**src/rtl/seg7_pkg.sv**
```systemverilog
// Shared definitions for the six-digit BCD counter and the
// 7-segment decoder and display stages that consume its digits.
package seg7_pkg;

    localparam int NUM_DIGITS = 6;
    localparam int BCD_W      = 4;
    localparam int BCD_MAX    = 9;
    localparam int BUS_W      = NUM_DIGITS * BCD_W;

    typedef logic [BCD_W-1:0] digit_t;

    typedef enum logic {
        READY   = 1'b0,
        HOLDOFF = 1'b1
    } load_state_e;

    // True when every nibble of a packed digit bus is a legal decimal digit
    function automatic logic bcd_ok(input logic [BUS_W-1:0] v);
        logic ok;
        ok = 1'b1;
        for (int i = 0; i < NUM_DIGITS; i++) begin
            if (v[i*BCD_W +: BCD_W] > digit_t'(BCD_MAX)) begin
                ok = 1'b0;
            end
        end
        return ok;
    endfunction

endpackage

```
**src/rtl/bcd_digit.sv**
```systemverilog
// One registered decade of the counter. Steps up or down on request
// and reports a carry/borrow to the next decade in the same cycle.
module bcd_digit
    import seg7_pkg::*;
(
    input  logic   clk_i,
    input  logic   rst_ni,
    input  logic   clr_i,
    input  logic   step_i,
    input  logic   up_i,
    input  logic   load_i,
    input  digit_t load_val_i,
    output digit_t digit_o,
    output logic   carry_o
);

    digit_t digit_q;
    digit_t digit_d;

    // Carry out when stepping past 9 going up or past 0 going down
    always_comb begin
        carry_o = 1'b0;
        if (step_i) begin
            if (up_i) begin
                carry_o = (digit_q == digit_t'(BCD_MAX));
            end else begin
                carry_o = (digit_q == '0);
            end
        end
    end

    // Next decade value: clear beats load beats step
    always_comb begin
        digit_d = digit_q;
        if (clr_i) begin
            digit_d = '0;
        end else if (load_i) begin
            digit_d = load_val_i;
        end else if (step_i) begin
            if (up_i) begin
                if (digit_q == digit_t'(BCD_MAX)) begin
                    digit_d = '0;
                end else begin
                    digit_d = digit_q + digit_t'(1);
                end
            end else begin
                if (digit_q == '0) begin
                    digit_d = digit_t'(BCD_MAX);
                end else begin
                    digit_d = digit_q - digit_t'(1);
                end
            end
        end
    end

    // Decade register
    always_ff @(posedge clk_i or negedge rst_ni) begin
        if (!rst_ni) begin
            digit_q <= '0;
        end else begin
            digit_q <= digit_d;
        end
    end

    assign digit_o = digit_q;

endmodule

```
**src/rtl/bcd_count_6dig.sv**
```systemverilog
// Six-digit up/down BCD counter with a 1 Hz prescaler, parallel load
// handshake, leading-zero blanking and a wrap pulse.
module bcd_count_6dig
    import seg7_pkg::*;
#(
    parameter int unsigned TICK_DIV = 50000000
) (
    input  logic                CLOCK_50,
    input  logic                Reset_7Seg_n,
    input  logic                En,
    input  logic                Up,
    input  logic                Clear,
    input  logic                Load_Valid,
    input  logic [BUS_W-1:0]    Load_Value,
    output logic                Load_Ready,
    output logic                Load_Err,
    output logic [BUS_W-1:0]    Digits,
    output logic [NUM_DIGITS-1:0] Blank,
    output logic                Wrap
);

    localparam int PW = (TICK_DIV > 1) ? $clog2(TICK_DIV) : 1;
    localparam logic [PW-1:0] PRESC_LAST = PW'(TICK_DIV - 1);

    logic [1:0]    rst_sync_q;
    logic          rst_n;

    logic [PW-1:0] presc_q;
    logic [PW-1:0] presc_d;
    logic          tick;
    logic          step;

    load_state_e   state_q;
    load_state_e   state_d;
    logic          offer;
    logic          accept;
    logic          reject;

    logic          wrap_q;
    logic          wrap_d;
    logic          err_q;
    logic          err_d;

    digit_t        dig   [NUM_DIGITS];
    logic          carry [NUM_DIGITS];
    logic          chain [NUM_DIGITS];

    // Reset assertion is immediate; release is retimed to the clock
    always_ff @(posedge CLOCK_50 or negedge Reset_7Seg_n) begin
        if (!Reset_7Seg_n) begin
            rst_sync_q <= 2'b00;
        end else begin
            rst_sync_q <= {rst_sync_q[0], 1'b1};
        end
    end

    assign rst_n = rst_sync_q[1];

    assign Load_Ready = (state_q == READY);
    assign offer      = Load_Valid && Load_Ready && !Clear;
    assign accept     = offer && bcd_ok(Load_Value);
    assign reject     = offer && !bcd_ok(Load_Value);

    assign tick = En && (presc_q == PRESC_LAST);
    assign step = tick && !Clear && !accept;

    // Load handshake: one holdoff cycle after each accepted load
    always_comb begin
        state_d = state_q;
        unique case (state_q)
            READY:   if (accept) state_d = HOLDOFF;
            HOLDOFF: state_d = READY;
            default: state_d = READY;
        endcase
        if (Clear) begin
            state_d = READY;
        end
    end

    // Load FSM state register
    always_ff @(posedge CLOCK_50 or negedge rst_n) begin
        if (!rst_n) begin
            state_q <= READY;
        end else begin
            state_q <= state_d;
        end
    end

    // Prescaler: restarts on clear or load, freezes while disabled
    always_comb begin
        presc_d = presc_q;
        if (Clear || accept) begin
            presc_d = '0;
        end else if (En) begin
            if (tick) begin
                presc_d = '0;
            end else begin
                presc_d = presc_q + PW'(1);
            end
        end
    end

    // Prescaler register
    always_ff @(posedge CLOCK_50 or negedge rst_n) begin
        if (!rst_n) begin
            presc_q <= '0;
        end else begin
            presc_q <= presc_d;
        end
    end

    // Ripple chain: each decade steps on the carry of the one below
    always_comb begin
        chain[0] = step;
        for (int i = 1; i < NUM_DIGITS; i++) begin
            chain[i] = carry[i-1];
        end
    end

    for (genvar g = 0; g < NUM_DIGITS; g++) begin : g_dig
        bcd_digit u_digit (
            .clk_i      (CLOCK_50),
            .rst_ni     (rst_n),
            .clr_i      (Clear),
            .step_i     (chain[g]),
            .up_i       (Up),
            .load_i     (accept),
            .load_val_i (Load_Value[g*BCD_W +: BCD_W]),
            .digit_o    (dig[g]),
            .carry_o    (carry[g])
        );
        assign Digits[g*BCD_W +: BCD_W] = dig[g];
    end

    assign wrap_d = carry[NUM_DIGITS-1];
    assign err_d  = reject;

    // Status pulses line up with the digit update they describe
    always_ff @(posedge CLOCK_50 or negedge rst_n) begin
        if (!rst_n) begin
            wrap_q <= 1'b0;
            err_q  <= 1'b0;
        end else begin
            wrap_q <= wrap_d;
            err_q  <= err_d;
        end
    end

    assign Wrap     = wrap_q;
    assign Load_Err = err_q;

    // Blank a digit when it and every digit above it are zero
    always_comb begin
        logic zero_above;
        zero_above = 1'b1;
        Blank      = '0;
        for (int i = NUM_DIGITS - 1; i >= 1; i--) begin
            zero_above = zero_above && (dig[i] == '0);
            Blank[i]   = zero_above;
        end
    end

endmodule

```
**config.mk**
```make
export PLATFORM = sky130hd
export DESIGN_NAME = bcd_count_6dig
export DESIGN_NICKNAME = d
export VERILOG_FILES = /design/src/rtl/seg7_pkg.sv /design/src/rtl/bcd_digit.sv /design/src/rtl/bcd_count_6dig.sv
export SDC_FILE = /design/constraint.sdc
export NUM_CORES = 1
export LEC_CHECK = 0
export ABC_AREA = 1
export BUFFER_PORTS_ARGS = -buffer_cell sky130_fd_sc_hd__buf_2
export CORE_AREA = 2 2 115 117
export DETAILED_ROUTE_END_ITERATION = 8
export DIE_AREA = 0 0 117 119
export PLACE_DENSITY = 0.55
export SETUP_SLACK_MARGIN = 0.3
export SYNTH_ARGS = -nofsm -noshare
export SYNTH_HDL_FRONTEND = slang
export SYNTH_HIERARCHICAL = 1
export SYNTH_SLANG_ARGS = --single-unit
```
**constraint.sdc**
```tcl
create_clock -name CLOCK_50 -period 3.75 [get_ports CLOCK_50]
set_input_delay 0.375 -clock CLOCK_50 [delete_from_list [all_inputs] [get_ports CLOCK_50]]
set_output_delay 0.375 -clock CLOCK_50 [all_outputs]
set_load 0.05 [all_outputs]
```
==> metrics.md <==
| Metric | Value |
|---|---|
| Synth cell types | `35` |
| Fmax | `between 0.3 and 0.4 GHz` |
| Layout overhead on the synthesized area | `12.0%` |
| Worst EP required | `~4.0 ns` |
| Drt initial violations | `266` |
| GPL Wtd Cong | `between 0.8 and 0.9` |
| Cts repair resizes | `0` |
| Initial Util | `~39%` |
| Worst r2r src | `presc_q[0]` |
| Final hold violations | `0` |
| CP startpoint | `presc_q[0]` |
| Htree depth | `2` |
| Final Cycle Share | `between 70 and 80%` |
| Peak supply drop | `approximately 0.00018 V` |
| TritonRoute pass-1 iters | `7` |
| Ys flop type | `dfrtp_1` |
| Leakage dissipation | `2.97 nW` |
| Status | `complete, no violations` |
| Worst Hold Margin | `approximately 0.32 ns` |
| Top post-synthesis cells by area | `dfrtp_1 (28%), nand2_1 (20%), nor2_1 (7.6%), inv_1 (6.4%), ha_1 (6.3%)` |
| Worst Max-Slew Pin Slew | `just over 0.7 ns` |
| Fillers | `1401` |
| Post-synth EDFFs | `0` |
| Register area share after synthesis | `roughly 28%` |
| Vias per cell | `between 4 and 5` |
| Final Slew Violations | `0` |
| Die Wd | `117 um` |
| First-pass GRT wire length | `~21000 um` |
| Crit Path Max Fanout | `5` |
| Gr usage total | `approximately 18%` |
| Area occupied by multi-input gates | `between 0.003 and 0.004 mm^2` |
| Setup tns final | `0 ns` |
| Reg area | `between 0.001 and 0.0015 mm^2` |
| Critical path class | `reg -> reg` |
| Final setup fails | `0` |
| Period minus WS final | `about 2.9 ns` |
| Slew margin rel. | `52.0%` |
| Clk sinks | `55` |
| Number of synthesized register bits | `55` |
| Synth cell count leaders | `nand2_1 (259), nor2_1 (100), inv_1 (84)` |
| Total CTS buffers | `5` |
| FF-to-FF setup slack | `approximately 0.83 ns` |
| Fin nets | `880` |
| DRC | `0` |
| Via count | `between 4000 and 5000` |
| Worst path arrival time | `between 3 and 4 ns` |
| Total I/O pin count | `between 60 and 70` |
| Synthesized area | `about 0.0050 mm^2` |
| Layout cell share with drive strength beyond 1 | `around a fifth` |
| CTS tree | `done` |
| Synthesis Warnings | `6` |
| Row count | `42` |
| Syn Inst Count | `approximately 760` |
| Max-cap viol count | `0` |
| Final wirelength | `between 10000 and 15000 um` |
| HP Class | `reg -> async` |
| Number of global-route vias before repair | `roughly 4500` |
| Startpoint Class | `register` |
| Most frequent cell after synthesis | `nand2_1` |
| Chip height | `~120 um` |
| Clock Root Buffer | `clkbuf_16` |
| Total Die Area | `roughly 0.014 mm^2` |
| Syn nets | `a little over 800` |
| Crit path capture | `g_dig[5].u_digit/digit_o[0]` |
| Antenna-violating nets left | `0` |
| RSZ-0062 raised after global routing | `no` |
| Initial antenna violation count | `1` |
| Hpwl dp | `~9600 um` |
| Postcts setup bufs | `0` |
| Core box area | `~0.013 mm^2` |
| Power per cell area | `about 370 mW/mm^2` |
| Synth Area per Inst | `~6.5 um^2` |
| Worst-path clk slew | `around 0.070 ns` |
| Total global routing overflow | `0` |
| Crit path capture type | `register` |
| Routed len/inst | `between 10 and 15 um` |
| Port bufs | `between 60 and 70` |
| Pin count of the biggest net entering global routing | `31` |
| Clock Path Buffers | `2` |
| R2R cell count | `21` |
| FF-to-FF End | `g_dig[5].u_digit/digit_o[0]` |
| Clk_lat worst skew | `0.30 ns` |
| Synth area leader | `dfrtp_1` |
| Async SR Flop Fraction | `100%` |
| Area fraction of the dominant cell type after synthesis | `27.7%` |
| Clk_skew | `between 0.004 and 0.005 ns` |
final cells by class:
cell class	instances	area share, %
Multi-Input combinational cell	584	54.7
Antenna cell	1	0.0450
Timing Repair Buffer	65	6.08
Inverter	114	7.97
Sequential cell	55	24.8
Tap cell	176	3.96
Clock inverter	1	0.0900
Clock buffer	7	2.39
metal layers:
layer	vias to the layer above	global-route usage [%]	share of wire, %
met5	-	0	0
met4	0	5.22	1.8
met3	16	2.44	2.8
met2	73	31.2	48
met1	2192	24.6	48
li1	2492	-	-
report_power, final:
group | total [mW] | switching (mW) | leakage (nW) | internal, mW
Combinational | 0.834 | 0.576 | 2.17 | 0.257
Clock | 0.466 | 0.218 | 0.0679 | 0.248
Sequential | 0.759 | 0.114 | 0.734 | 0.645
registers in the layout, summed over array words and instances, names as in the netlist:
| name | count |
|---|---|
| presc_q | 26 |
| state_q | 1 |
| g_dig.u_digit/digit_o | 24 |
| Wrap | 1 |
| rst_sync_q | 2 |
| Load_Err | 1 |
critical path: stages, from the launching register on:
cell and delay, ns:
dfrtp_1 0.45, ha_1 0.25, nand2_2 0.09, nor2_4 0.16
nand3_2 0.11, nor3_1 0.24, inv_2 0.06, a21oi_1 0.17
inv_2 0.06, a21oi_1 0.15, inv_2 0.06, a21oi_1 0.15
inv_2 0.06, a21oi_1 0.15, inv_2 0.06, a21oi_1 0.15
inv_2 0.06, nand3_2 0.11, nand2_1 0.10, nor2_1 0.10
nand2_1 0.05, o21ai_1 0.06
logic make-up after synthesis:
group	count (synthesis)	synth area share, %
and+or+nand+nor	467	41.9
muxes	6	1.21
DFF	55	27.7
AOI/OAI and AO/OA	71	9.28
adders and majority gates	25	6.30
other	2	0.151
xor gates and xnor gates	13	2.29
buffers and inverters	125	11.2
what timing repair did:
| item | in CTS | in global routing |
|---|---|---|
| hold endpoints to repair | 2 | 0 |
| hold buffers | 1 | 0 |
| endpoints found under the setup margin | 0 | 0 |
placed cells by master, fill, tap and decap left out, types with 2 or more instances in the layout:
| master | count |
|---|---|
| clkbuf_16 | 5 |
| clkinv_1 | 6 |
| o21ai_2 | 20 |
| a21oi_2 | 6 |
| o21ai_1 | 14 |
| ha_1 | 25 |
| xor2_1 | 9 |
| xnor2_1 | 4 |
| conb_1 | 2 |
| nor2_4 | 3 |
| nand3_1 | 52 |
| clkbuf_1 | 2 |
| o21bai_1 | 3 |
| nor3_1 | 4 |
| a21oi_1 | 19 |
| nor4_1 | 2 |
| nor2_1 | 99 |
| nand4_2 | 6 |
| nand2_2 | 5 |
| mux2i_1 | 6 |
| buf_2 | 61 |
| nor2_2 | 8 |
| inv_2 | 18 |
| dfrtp_1 | 54 |
| inv_4 | 6 |
| buf_4 | 3 |
| nand3_2 | 15 |
| or2_2 | 7 |
| inv_1 | 84 |
| o21ai_0 | 9 |
| nand4_1 | 2 |
| nand2_1 | 259 |
per-stage QoR:
step	power (mW)	utilization (%)	std cells	worst slack [ns]	instance area [um^2]
after floorplan	1.40	-	764	0.399	4970
after global placement	1.58	42.0	993	0.821	5410
after detailed placement	1.60	42.0	993	0.741	5410
after CTS	2.09	43.2	1002	0.817	5560
after global routing	2.21	43.2	1003	0.467	5560
final	2.06	43.2	1003	0.825	5560
how the worst min path moves through the flow:
| stage | startpoint | endpoint | slack, ns | cells after the start |
|---|---|---|---|---|
| finish | rst_sync_q[1] | g_dig[1].u_digit/digit_o[0] | 0.32 | 0 |
| global route | rst_sync_q[0] | rst_sync_q[1] | 0.37 | 0 |
| CTS | Load_Valid | Load_Err | 0.34 | 3 |
| detailed placement | Reset_7Seg_n | rst_sync_q[0] | 0.16 | 1 |
| global placement | Reset_7Seg_n | rst_sync_q[0] | 0.16 | 1 |
| floorplan | Reset_7Seg_n | rst_sync_q[0] | 0.08 | 0 |
Note: power is estimated with default switching activity, not from simulation.
